<file path="src/rtl/uart_rx_fifo.sv">
// uart_rx_fifo: oversampling UART receiver with a first-word fall-through
// receive FIFO and sticky framing/overrun error flags.
// Optional parity checking is compiled in with `define UART_RX_PARITY_EN.
module uart_rx_fifo #(
  parameter int DATA_BITS  = 8,
  parameter int OVERSAMPLE = 16,
  parameter int STOP_BITS  = 1,
  parameter int FIFO_DEPTH = 4
) (
  input  logic                          clk,
  input  logic                          rst,
  input  logic                          raw_rx_bitstream,
  input  logic                          host_ready,
  input  logic                          clear_err,
`ifdef UART_RX_PARITY_EN
  input  logic                          parity_odd,
  output logic                          parity_err,
`endif
  output logic [DATA_BITS-1:0]          rx_data,
  output logic                          rx_data_valid,
  output logic [$clog2(FIFO_DEPTH):0]   fifo_count,
  output logic                          busy,
  output logic                          framing_err,
  output logic                          overrun
);

  localparam int TW = $clog2(OVERSAMPLE);
  localparam int PW = $clog2(FIFO_DEPTH);
  localparam int CW = PW + 1;

  localparam logic [TW-1:0] SAMPLE_PT = TW'(OVERSAMPLE / 2 - 1);
  localparam logic [3:0]    LAST_BIT  = 4'(DATA_BITS - 1);
  localparam logic          LAST_STOP = 1'(STOP_BITS - 1);
  localparam logic [CW-1:0] FULL_CNT  = CW'(FIFO_DEPTH);

  localparam logic [2:0] S_IDLE   = 3'd0;
  localparam logic [2:0] S_START  = 3'd1;
  localparam logic [2:0] S_DATA   = 3'd2;
`ifdef UART_RX_PARITY_EN
  localparam logic [2:0] S_PARITY = 3'd3;
`endif
  localparam logic [2:0] S_STOP   = 3'd4;
  localparam logic [2:0] S_BREAK  = 3'd5;
  localparam logic [2:0] S_COMMIT = 3'd6;

  logic [1:0]           sync_q;
  logic                 rx_s;
  logic [2:0]           state;
  logic [TW-1:0]        timer;
  logic [3:0]           bit_cnt;
  logic                 stop_cnt;
  logic                 stop_bad;
  logic [DATA_BITS-1:0] shreg;
  logic                 mid;
  logic                 fe_set;
`ifdef UART_RX_PARITY_EN
  logic                 par_bad;
  logic                 pe_set;
`endif

  logic [DATA_BITS-1:0] mem [FIFO_DEPTH];
  logic [PW-1:0]        wr_ptr;
  logic [PW-1:0]        rd_ptr;
  logic                 push;
  logic                 pop;
  logic                 full;
  logic                 push_ok;
  logic                 ovr_set;

  assign rx_s = sync_q[1];

  // Two-flop synchroniser; resets high so reset never looks like a start bit
  always_ff @(posedge clk or posedge rst) begin
    if (rst) sync_q <= 2'b11;
    else     sync_q <= {sync_q[0], raw_rx_bitstream};
  end

  // Mid-bit strobe and error-set events
  always_comb begin
    mid    = (timer == SAMPLE_PT);
    fe_set = (state == S_STOP) && mid && (stop_cnt == LAST_STOP) &&
             (!rx_s || stop_bad);
`ifdef UART_RX_PARITY_EN
    pe_set = (state == S_PARITY) && mid && ((^shreg ^ rx_s) != parity_odd);
`endif
  end

  // Frame reception state machine with free-running bit timer
  always_ff @(posedge clk or posedge rst) begin
    if (rst) begin
      state    <= S_IDLE;
      timer    <= '0;
      bit_cnt  <= '0;
      stop_cnt <= 1'b0;
      stop_bad <= 1'b0;
      shreg    <= '0;
`ifdef UART_RX_PARITY_EN
      par_bad  <= 1'b0;
`endif
    end else begin
      timer <= timer + 1'b1;
      case (state)
        S_IDLE: begin
          if (!rx_s) begin
            state <= S_START;
            timer <= '0;
          end
        end
        S_START: begin
          bit_cnt <= '0;
`ifdef UART_RX_PARITY_EN
          par_bad <= 1'b0;
`endif
          if (mid) state <= rx_s ? S_IDLE : S_DATA;
        end
        S_DATA: begin
          if (mid) begin
            shreg   <= {rx_s, shreg[DATA_BITS-1:1]};
            bit_cnt <= bit_cnt + 1'b1;
            if (bit_cnt == LAST_BIT) begin
              stop_cnt <= 1'b0;
              stop_bad <= 1'b0;
`ifdef UART_RX_PARITY_EN
              state    <= S_PARITY;
`else
              state    <= S_STOP;
`endif
            end
          end
        end
`ifdef UART_RX_PARITY_EN
        S_PARITY: begin
          if (mid) begin
            par_bad <= pe_set;
            state   <= S_STOP;
          end
        end
`endif
        S_STOP: begin
          if (mid) begin
            stop_cnt <= ~stop_cnt;
            if (!rx_s) stop_bad <= 1'b1;
            if (stop_cnt == LAST_STOP) begin
              if (fe_set)       state <= S_BREAK;
`ifdef UART_RX_PARITY_EN
              else if (par_bad) state <= S_IDLE;
`endif
              else              state <= S_COMMIT;
            end
          end
        end
        S_BREAK:  if (rx_s) state <= S_IDLE;
        S_COMMIT: state <= S_IDLE;
        default:  state <= S_IDLE;
      endcase
    end
  end

  assign busy = (state != S_IDLE);

  // FIFO control: a push into a full FIFO survives only with a same-cycle pop
  always_comb begin
    rx_data_valid = (fifo_count != '0);
    full          = (fifo_count == FULL_CNT);
    push          = (state == S_COMMIT);
    pop           = rx_data_valid && host_ready;
    push_ok       = push && (!full || pop);
    ovr_set       = push && full && !pop;
    rx_data       = rx_data_valid ? mem[rd_ptr] : '0;
  end

  // FIFO storage
  always_ff @(posedge clk) begin
    if (push_ok) mem[wr_ptr] <= shreg;
  end

  // FIFO pointers and occupancy
  always_ff @(posedge clk or posedge rst) begin
    if (rst) begin
      wr_ptr     <= '0;
      rd_ptr     <= '0;
      fifo_count <= '0;
    end else begin
      if (push_ok) wr_ptr <= wr_ptr + 1'b1;
      if (pop)     rd_ptr <= rd_ptr + 1'b1;
      case ({push_ok, pop})
        2'b10:   fifo_count <= fifo_count + 1'b1;
        2'b01:   fifo_count <= fifo_count - 1'b1;
        default: fifo_count <= fifo_count;
      endcase
    end
  end

  // Sticky error flags; a set event wins over a simultaneous clear
  always_ff @(posedge clk or posedge rst) begin
    if (rst) begin
      framing_err <= 1'b0;
      overrun     <= 1'b0;
`ifdef UART_RX_PARITY_EN
      parity_err  <= 1'b0;
`endif
    end else begin
      framing_err <= fe_set  | (framing_err & ~clear_err);
      overrun     <= ovr_set | (overrun & ~clear_err);
`ifdef UART_RX_PARITY_EN
      parity_err  <= pe_set  | (parity_err & ~clear_err);
`endif
    end
  end

endmodule
</file>
<file path="config.mk">
export PLATFORM = sky130hd
export DESIGN_NAME = uart_rx_fifo
export DESIGN_NICKNAME = d
export VERILOG_FILES = /design/src/rtl/uart_rx_fifo.sv
export SDC_FILE = /design/constraint.sdc
export NUM_CORES = 1
export LEC_CHECK = 0
export ABC_AREA = 1
export CAP_MARGIN = 10
export CORE_MARGIN = 2
export CORE_UTILIZATION = 28
export CTS_CLUSTER_DIAMETER = 120
export DETAILED_ROUTE_END_ITERATION = 8
export PLACE_DENSITY_LB_ADDON = 0.1
export SYNTH_ARGS = -nofsm -noshare
export SYNTH_HDL_FRONTEND = slang
export SYNTH_SLANG_ARGS = --single-unit
export TNS_END_PERCENT = 30
</file>
<file path="constraint.sdc">
create_clock -name clk -period 4.3 [get_ports clk]
set_input_delay 0.43 -clock clk [delete_from_list [all_inputs] [get_ports clk]]
set_output_delay 0.43 -clock clk [all_outputs]
set_load 0.02 [all_outputs]
</file>
# Word-level counts from Yosys, hierarchy flattened
# Memories as Yosys holds them, arrays and structs flattened.
# Index checks and enable logic that the tools add are counted.
# classes
add_sub_neg,6
n_eq_ne,18
muxes,25
bitwise,6
n_reduce_logical,23
# op_table
operator,n
3-bit two-way mux,7
2-bit inequality test (second input constant),8
3-bit one-hot mux with 5 select lines,1
3-bit equality test (second input constant),4
4-bit two-way mux,3
4-bit by 1-bit adder with 4-bit output (second input constant),2
4-bit by 3-bit equality test with 1-bit output (second input constant),2
8-bit two-way mux,1
4-bit one-hot mux with 2 select lines,1
1-bit logical AND,7
1-bit two-way mux,7
7-bit AND reduction,1
3-bit one-hot mux with 2 select lines,1
2-bit nonzero test,3
3-bit nonzero test,2
5-bit AND reduction,1
2-bit by 1-bit adder with 2-bit output (second input constant),2
2-bit two-way mux,2
1-bit one-hot mux with 2 select lines,2
2-bit AND reduction,2
4-bit AND reduction,1
3-bit by 1-bit adder with 3-bit output (second input constant),1
3-bit by 1-bit equality test with 1-bit output (second input constant),1
3-bit by 2-bit equality test with 1-bit output (second input constant),1
9 further kinds,15
# word_totals
ff_bits,32
mem_bits_rw,32
out_inout_bits,15
word_cells,91
n_memories,1
# mem_list
name,words,word_bits,read_ports,rd_clocked_by_memory_dff,wr,line_no,text
mem,4,8,1,0,1,61,logic [DATA_BITS-1:0] mem [FIFO_DEPTH];

# Depth between registers and ports, before layout
# Gate-level depths: netlist (run 1).
# depth
ltp_word,8
ltp_mapped,10
ltp_nobuf,10

# Worst setup path before layout (run 1)
# Ideal clock, no wire load.
# synth_timing
path_kind,register to register
startpoint,register fifo_count[0]
endpoint,register fifo_count[2]
setup_ns,0.131
arrival_time_ns,1.846
path_slack_ns,2.323
path_stages_with_launch,11
synth_period_minus_slack_ns,1.977
cell_sequence,dfrtp_1 > nor2_1 > nand2_1 > nand2_1 > inv_1 > ha_1 > inv_1 > fa_1 > a21oi_1 > o21ai_0 > xor2_1
# synth_between
elab_chain_len,6
# synth_lines
item,line_no,text
from (decl),21,"output logic [$clog2(FIFO_DEPTH):0] fifo_count,"
from (signal assigned),187,2'b10: fifo_count <= fifo_count + 1'b1;
from (signal assigned),188,2'b01: fifo_count <= fifo_count - 1'b1;
from (signal assigned),189,default: fifo_count <= fifo_count;
3-bit nonzero test *,163,rx_data_valid = (fifo_count != '0);
net rx_data_valid,20,"output logic rx_data_valid,"
1-bit logical AND *,166,pop = rx_data_valid && host_ready;
net pop,65,logic pop;
1-bit logical OR,167,push_ok = push && (!full || pop);
1-bit logical AND,167,
2-bit by 1-bit equality test with 1-bit output / 2-bit equality test (equally long branches),186,"case ({push_ok, pop})"
3-bit one-hot mux with 2 select lines / 2-bit nonzero test (equally long branches),-,
# Mark *: on every way through the listed nets, which the timed path passes. The rest lies on a longest branch.
# A chain may end at the register's enable or synchronous reset.

# Worst setup path in the final report (run 1)
# layout_timing
startpoint,register rd_ptr[0]
endpoint,output port rx_data[6]
# layout_between
elab_chain_len,2
# layout_lines
item,line_no,text
from (decl),63,logic [PW-1:0] rd_ptr;
from (signal assigned),185,if (pop) rd_ptr <= rd_ptr + 1'b1;
memory 4 x 8 bit,-,
8-bit two-way mux,169,rx_data = rx_data_valid ? mem[rd_ptr] : '0;
to (decl),19,"output logic [DATA_BITS-1:0] rx_data,"
# No other way between the ends.

==> metrics.csv, run 1 <==
metric,value,unit
drcViolationCount,0,
layout_setup_ws,1.54,ns
critPathKind,flop to output pin,
gp_congestion,0.729,
combPwrFrac,32.2,%
end_kind,output pin,
total_power,2.14,mW
area_growth,20.1,%
yosysMostFrequentCell,nor2_1,
final_cells,447,
h-tree-depth,3,
io_buffers,19,
p_int,1.39,mW
pwr-share-clk,30.4,%
rows,36,
post-dp-hpwl,3.77,mm
fin_worst_skew,0.00922,ns
max_slew_margin,47.6,%
dieArea,11000,um2
yosys_warnings,0,
slowest_stage,dfrtp_1,
drt_iter0_markers,89,
worstPathRequired,3.87,ns
drive_above_1_share,11.5,%
coreArea,9820,um2
path_cells,inv_2 -> o21ai_0 -> a21oi_1 -> clkdlybuf4s50_1,
cp_slowest_stage_delay,0.77,ns
grt_setup_unrepaired,no,
synth-main-ff-cell,edfxtp_1,
ys_types,27,
numCtsBuffers,9,
syn_nets,297,
ys_async_sr_fraction,50.0,%
finalCriticalPeriod,2.76,ns
setup.worst_path.start_class,flop,
cp_max_fo,18,
clock_sinks,64,
die_w,105,um
setup-violations-final,0,
switching_power,754,uW
p_leak,1.43,nW
synth_edf_count,32,
drt_wl_total,5.55,mm
nFillCells,1012,
power_per_cell_area,625,nW/um2
ir_drop,0.000186,V
syn_area_per_cell,10.0,um2
postRouteAntennaNets,0,
switching_share,35.2,%
grt_overflow,0,
clk_latency,0.34,ns
grt_pass1_wl,9.49,mm
drv_slew,0,
ys_seq_area_share,61.9,%
clk_path_buf_depth,2,
fin_tns_setup,0,ns
post-synth-top-area-cell,edfxtp_1,
synthTopCellsByArea,"edfxtp_1 (34%), dfrtp_1 (26%), nor2_1 (6.9%)",
tightest_slew,0.783,ns
synthCells,284,
io_pins,20,
die_y,105,um
clk_pin_slew_worst_paths,0.08,ns
netlist_area,2850,um2
seqPwrFrac,37.3,%
viasPerCell,4.20,
status,completed,
diodes,0,
vias,1879,
place_inst,431,
cts_hold_buf,0,
hold_path.class,flop to flop,
place_ws,1.88,ns
grt_max_degree,33,
cts_tree,built,
cp.arrival,2.33,ns
antenna_found_initial,0,
seq_area,1760,um2
post_drt_wl_per_cell,12.4,um
grt_pass1_vias,1947,
hold_viol,0,
clock-root-buffer,clkbuf_8,
yosysTopAreaCellShare,33.7,%
nets,322,
cts_setup_buffers,0,
multiInputGateArea,915,um2
min_period_over_period,64.3,%
gr-usage-all-layers,11.0,%
cts_resized,0,
synth_commonest_cells,"nor2_1 (52), nand2_1 (50), edfxtp_1 (32), inv_1 (32), dfrtp_1 (30)",
max_freq,362,MHz
ys_seq_elements,64,
whs,0.356,ns
drv_cap,0,
start_util,29.0,%
drtPass1Iterations,4,
==> power by group through the flow <==
stage | Clock [mW] | Sequential [mW] | Combinational, mW
3_5_place_dp | 0 | 0.815 | 0.699
2_1_floorplan | 0 | 0.773 | 0.473
6_report | 0.651 | 0.799 | 0.689
3_3_place_gp | 0 | 0.813 | 0.698
4_1_cts | 0.674 | 0.802 | 0.701
5_1_grt | 0.695 | 0.814 | 0.766
==> cell families after synthesis <==
group,after synthesis,share of synthesized area [%]
xor+xnor,5,1.54
buf+inv,40,5.97
fa+ha+maj,8,3.78
simple gates,124,18.5
compound gates,43,8.26
flops,64,61.9
==> flip-flops by register name, indices dropped and copies added (netlist names) <==
| name | cells |
|---|---|
| mem | 32 |
| shreg | 8 |
| bit_cnt | 4 |
| timer | 4 |
| fifo_count | 3 |
| state | 3 |
| rd_ptr | 2 |
| sync_q | 2 |
| wr_ptr | 2 |
| framing_err | 1 |
| overrun | 1 |
| stop_bad | 1 |
| stop_cnt | 1 |
==> worst max-delay path: cells and delay by family, from the launching register on <==
family          cells  cell delay [ns]
buf+inv             2             0.82
flops               1             0.77
compound gates      2             0.39
==> metrics by stage <==
step                      cell area [um2]  utilization (%)
after floorplan                      2850                -
after global placement               3170             32.3
after detailed placement             3170             32.3
after CTS                            3420             34.8
after global routing                 3420             34.8
final                                3420             34.8
==> cell type report <==
cell class | count | area share [%]
Timing Repair Buffer | 20 | 5.78
Clock buffer | 9 | 3.62
Clock inverter | 7 | 3.73
Sequential cell | 64 | 51.6
Inverter | 34 | 3.73
Tap cell | 133 | 4.86
Multi-Input combinational cell | 180 | 26.7
==> metal layers <==
layer / up-vias / track usage (%) / wire length, um
li1: 972 / - / -
met1: 876 / 14.5 / 2780
met2: 24 / 16.7 / 2480
met3: 7 / 3.37 / 210
met4: 0 / 5.14 / 78
met5: - / 0 / 0
==> final timing paths <==
| check | startpoint | to | slack [ns] | cells past startpoint |
|---|---|---|---|---|
| min | sync_q[0]$_DFF_PP1_ | sync_q[1]$_DFF_PP1_ | 0.36 | 0 |
| min in group asynchronous | rst | stop_cnt$_DFFE_PP0P_ | 0.47 | 3 |
| max in group asynchronous | rst | sync_q[0]$_DFF_PP1_ | 3.48 | 3 |
| max | rd_ptr[0]$_DFFE_PP0P_ | rx_data[6] | 1.54 | 4 |
| max reg2reg | fifo_count[1]$_DFFE_PP0P_ | fifo_count[2]$_DFFE_PP0P_ | 2.30 | 9 |
| min reg2reg | sync_q[0]$_DFF_PP1_ | sync_q[1]$_DFF_PP1_ | 0.36 | 0 |
==> cells in the final DEF, fill, tap and decap left out, types with 3 or more instances in the layout <==
master           Yosys  final
o21ai_2              4      4
nand2_1             50     50
nand3_1             10     10
o21ai_0             24     24
dfrtp_1             30     30
inv_1               32     32
edfxtp_1            32     32
clkdlybuf4s50_1      0     19
nand2_2              5      5
a21oi_1             12     12
nor2_1              52     52
bufinv_16            0      3
ha_1                 7      7
clkbuf_8             0      9
xor2_1               4      4
No activity file was read; power rests on OpenSTA's default activity.
==> run 2, diff against run 1 <==
Clock period 4.3 ns to 2.4 ns, I/O delays scaled along.
==> run 2 against run 1 <==
Effect of this change:
- clock power is 57% higher
- non-clock buffer count up 8
- clock-buffer cell count is the same
- cell area is 1.2% higher
- wire length rose by 1.4%
- flip-flop and latch count did not move
- critical path type unchanged
- largest cell class unchanged
- largest power group unchanged
==> metrics.csv, run 2 (synthesized netlist as in run 1, its figures left out) <==
metric,value,unit,change
max_slew_margin,71.9,%,was 47.6%
place_inst,439,,was 431
setup.worst_path.start_class,flop,,unchanged
cts_tree,built,,unchanged
gp_congestion,0.695,,was 0.729
final_cell_mix,"nor2_1 (52), nand2_1 (50), inv_1 (32), edfxtp_1 (32), dfrtp_1 (30)",,unchanged
finalCriticalPeriod,2.22,ns,
post-dp-hpwl,3.79,mm,was 3.77 mm
diodes,0,,unchanged
grt_setup_unrepaired,no,,unchanged
setup-violations-final,0,,unchanged
hold_path.class,primary input to async pin,,was flop to flop
cp_common_cell,nor2_1,,
tightest_slew,0.421,ns,was 0.783 ns
p_leak,1.47,nW,was 1.43 nW
clock_sinks,64,,unchanged
drcViolationCount,0,,unchanged
postRouteAntennaNets,0,,unchanged
drive_above_1_share,13.7,%,was 11.5%
place_area,3240,um2,was 3170 um2
die_w,105,um,unchanged
multiInputGateArea,915,um2,unchanged
status,completed,,unchanged
clk_path_buf_depth,2,,unchanged
max_freq,450,MHz,
crit_buf_inv,2,,unchanged
largest_register,mem,,unchanged
area_growth,21.6,%,was 20.1%
path_cells,buf_12 -> nor2_1 -> nor2_1 -> o21ai_0 -> a21oi_1 -> clkdlybuf4s50_1,,was inv_2 -> o21ai_0 -> a21oi_1 -> clkdlybuf4s50_1
reg_top3,"mem: 32 flops, shreg: 8 flops",,unchanged
fin_tns_setup,0,ns,unchanged
end_kind,output pin,,unchanged
worstPathRequired,2.16,ns,was 3.87 ns
drtPass1Iterations,6,,was 4
vias,1908,,was 1879
final_common_cell,nor2_1,,unchanged
seq_area,1760,um2,unchanged
drv_cap,0,,unchanged
whs,0.298,ns,was 0.356 ns
die_y,105,um,unchanged
critPathKind,flop to output pin,,unchanged
io_pins,20,,unchanged
grt_pass1_vias,1932,,was 1947
stdcell_area,3460,um2,was 3420 um2
clk_pin_slew_worst_paths,0.08,ns,about the same
gr-usage-all-layers,11.5,%,was 11.0%
clk_latency,0.34,ns,about the same
power_per_cell_area,1080,nW/um2,was 625 nW/um2
nets,330,,was 322
antenna_found_initial,0,,unchanged
min_period_over_period,92.7,%,
drv_slew,0,,unchanged
post_drt_wl_per_cell,12.4,um,about the same
largest_register_ffs,32,,unchanged
ir_drop,0.000405,V,was 0.000186 V
slowest_stage,clkdlybuf4s50_1,,was dfrtp_1
post-route-util,35.3,%,was 34.8%
final_cells,455,,was 447
drt_iter0_markers,82,,was 89
cp.arrival,1.98,ns,was 2.33 ns
hold_viol,0,,unchanged
rrSetupSlack,0.55,ns,was 2.30 ns
fin_worst_skew,0.0114,ns,was 0.00922 ns
cp_slowest_stage_delay,0.62,ns,was 0.77 ns
start_util,29.0,%,unchanged
cp_max_fo,15,,was 18
grt_overflow,0,,unchanged
drt_wl_total,5.62,mm,was 5.55 mm
io_buffers,19,,unchanged
dieArea,11000,um2,unchanged
coreArea,9820,um2,unchanged
cts_setup_buffers,0,,unchanged
crit_family,buffers and inverters,,unchanged
numCtsBuffers,9,,unchanged
viasPerCell,4.19,,was 4.20
clock-root-buffer,clkbuf_8,,unchanged
nFillCells,1041,,was 1012
grt_max_degree,33,,unchanged
grt_pass1_wl,9.72,mm,was 9.49 mm
h-tree-depth,3,,unchanged
rows,36,,unchanged
-- run 2: cell types whose count changed in the layout (fill, tap and decap cells not counted), sizes merged --
| cell | before | now |
|---|---|---|
| buf | 1 | 9 |
| bufinv | 3 | 2 |
| clkdlybuf4s50 | 19 | 18 |
| clkinvlp | 0 | 2 |
| dlymetal6s2s | 0 | 1 |
| inv | 36 | 35 |
-- run 2: path summary, 6_finish.rpt --
kind | startpoint | to | depth (start not counted)
worst max-delay path | rd_ptr[0]$_DFFE_PP0P_ | rx_data[2] | 6
worst min-delay path | rst | overrun$_DFF_PP0_ | 3
worst max register to register | fifo_count[1]$_DFFE_PP0P_ | fifo_count[2]$_DFFE_PP0P_ | 9
worst min register to register | sync_q[0]$_DFF_PP1_ | sync_q[1]$_DFF_PP1_ | 0
max in group asynchronous | rst | sync_q[1]$_DFF_PP1_ | 3
min in group clk | raw_rx_bitstream | sync_q[0]$_DFF_PP1_ | 1
-- run 2: repair_timing --
item                                    in CTS  in global routing
endpoints found under the setup margin       0                  1
hold buffers                                 0                  0
resized for setup                            0                  1
-- run 2: tightest hold or removal path, delay by kind of cell --
family / cells / cell delay, ns
buf+inv: 3 / 0.81
-- run 2: metrics by stage --
step	worst slack, ns	power (mW)
2_1_floorplan	0.423	2.23
3_3_place_gp	0.316	2.77
3_5_place_dp	0.332	2.76
4_1_cts	0.120	3.80
5_1_grt	0.00168	4.03
6_report	0.176	3.73
-- run 2: layout make-up --
class | count | share of cell area, %
Clock buffer | 9 | 3.58
Clock inverter | 7 | 2.71
Inverter | 34 | 3.68
Multi-Input combinational cell | 180 | 26.4
Sequential cell | 64 | 50.9
Tap cell | 133 | 4.80
Timing Repair Buffer | 28 | 7.88
-- run 2: metal layers --
layer  wire length (um)  vias up  part of all wire, %  global-route usage, %
met1               2880      884                   51                   14.9
met5                  0        -                    0                      0
met3                159       10                  2.8                   3.18
met2               2490       25                   44                   17.8
li1                   -      989                    -                      -
met4                101        0                  1.8                   5.43
-- run 2: where the power goes --
part           internal (mW)  switching [mW]  total [mW]
Sequential              1.26           0.107        1.37
Combinational          0.555           0.787        1.34
Clock                  0.584           0.433        1.02
Total                   2.40            1.33        3.73
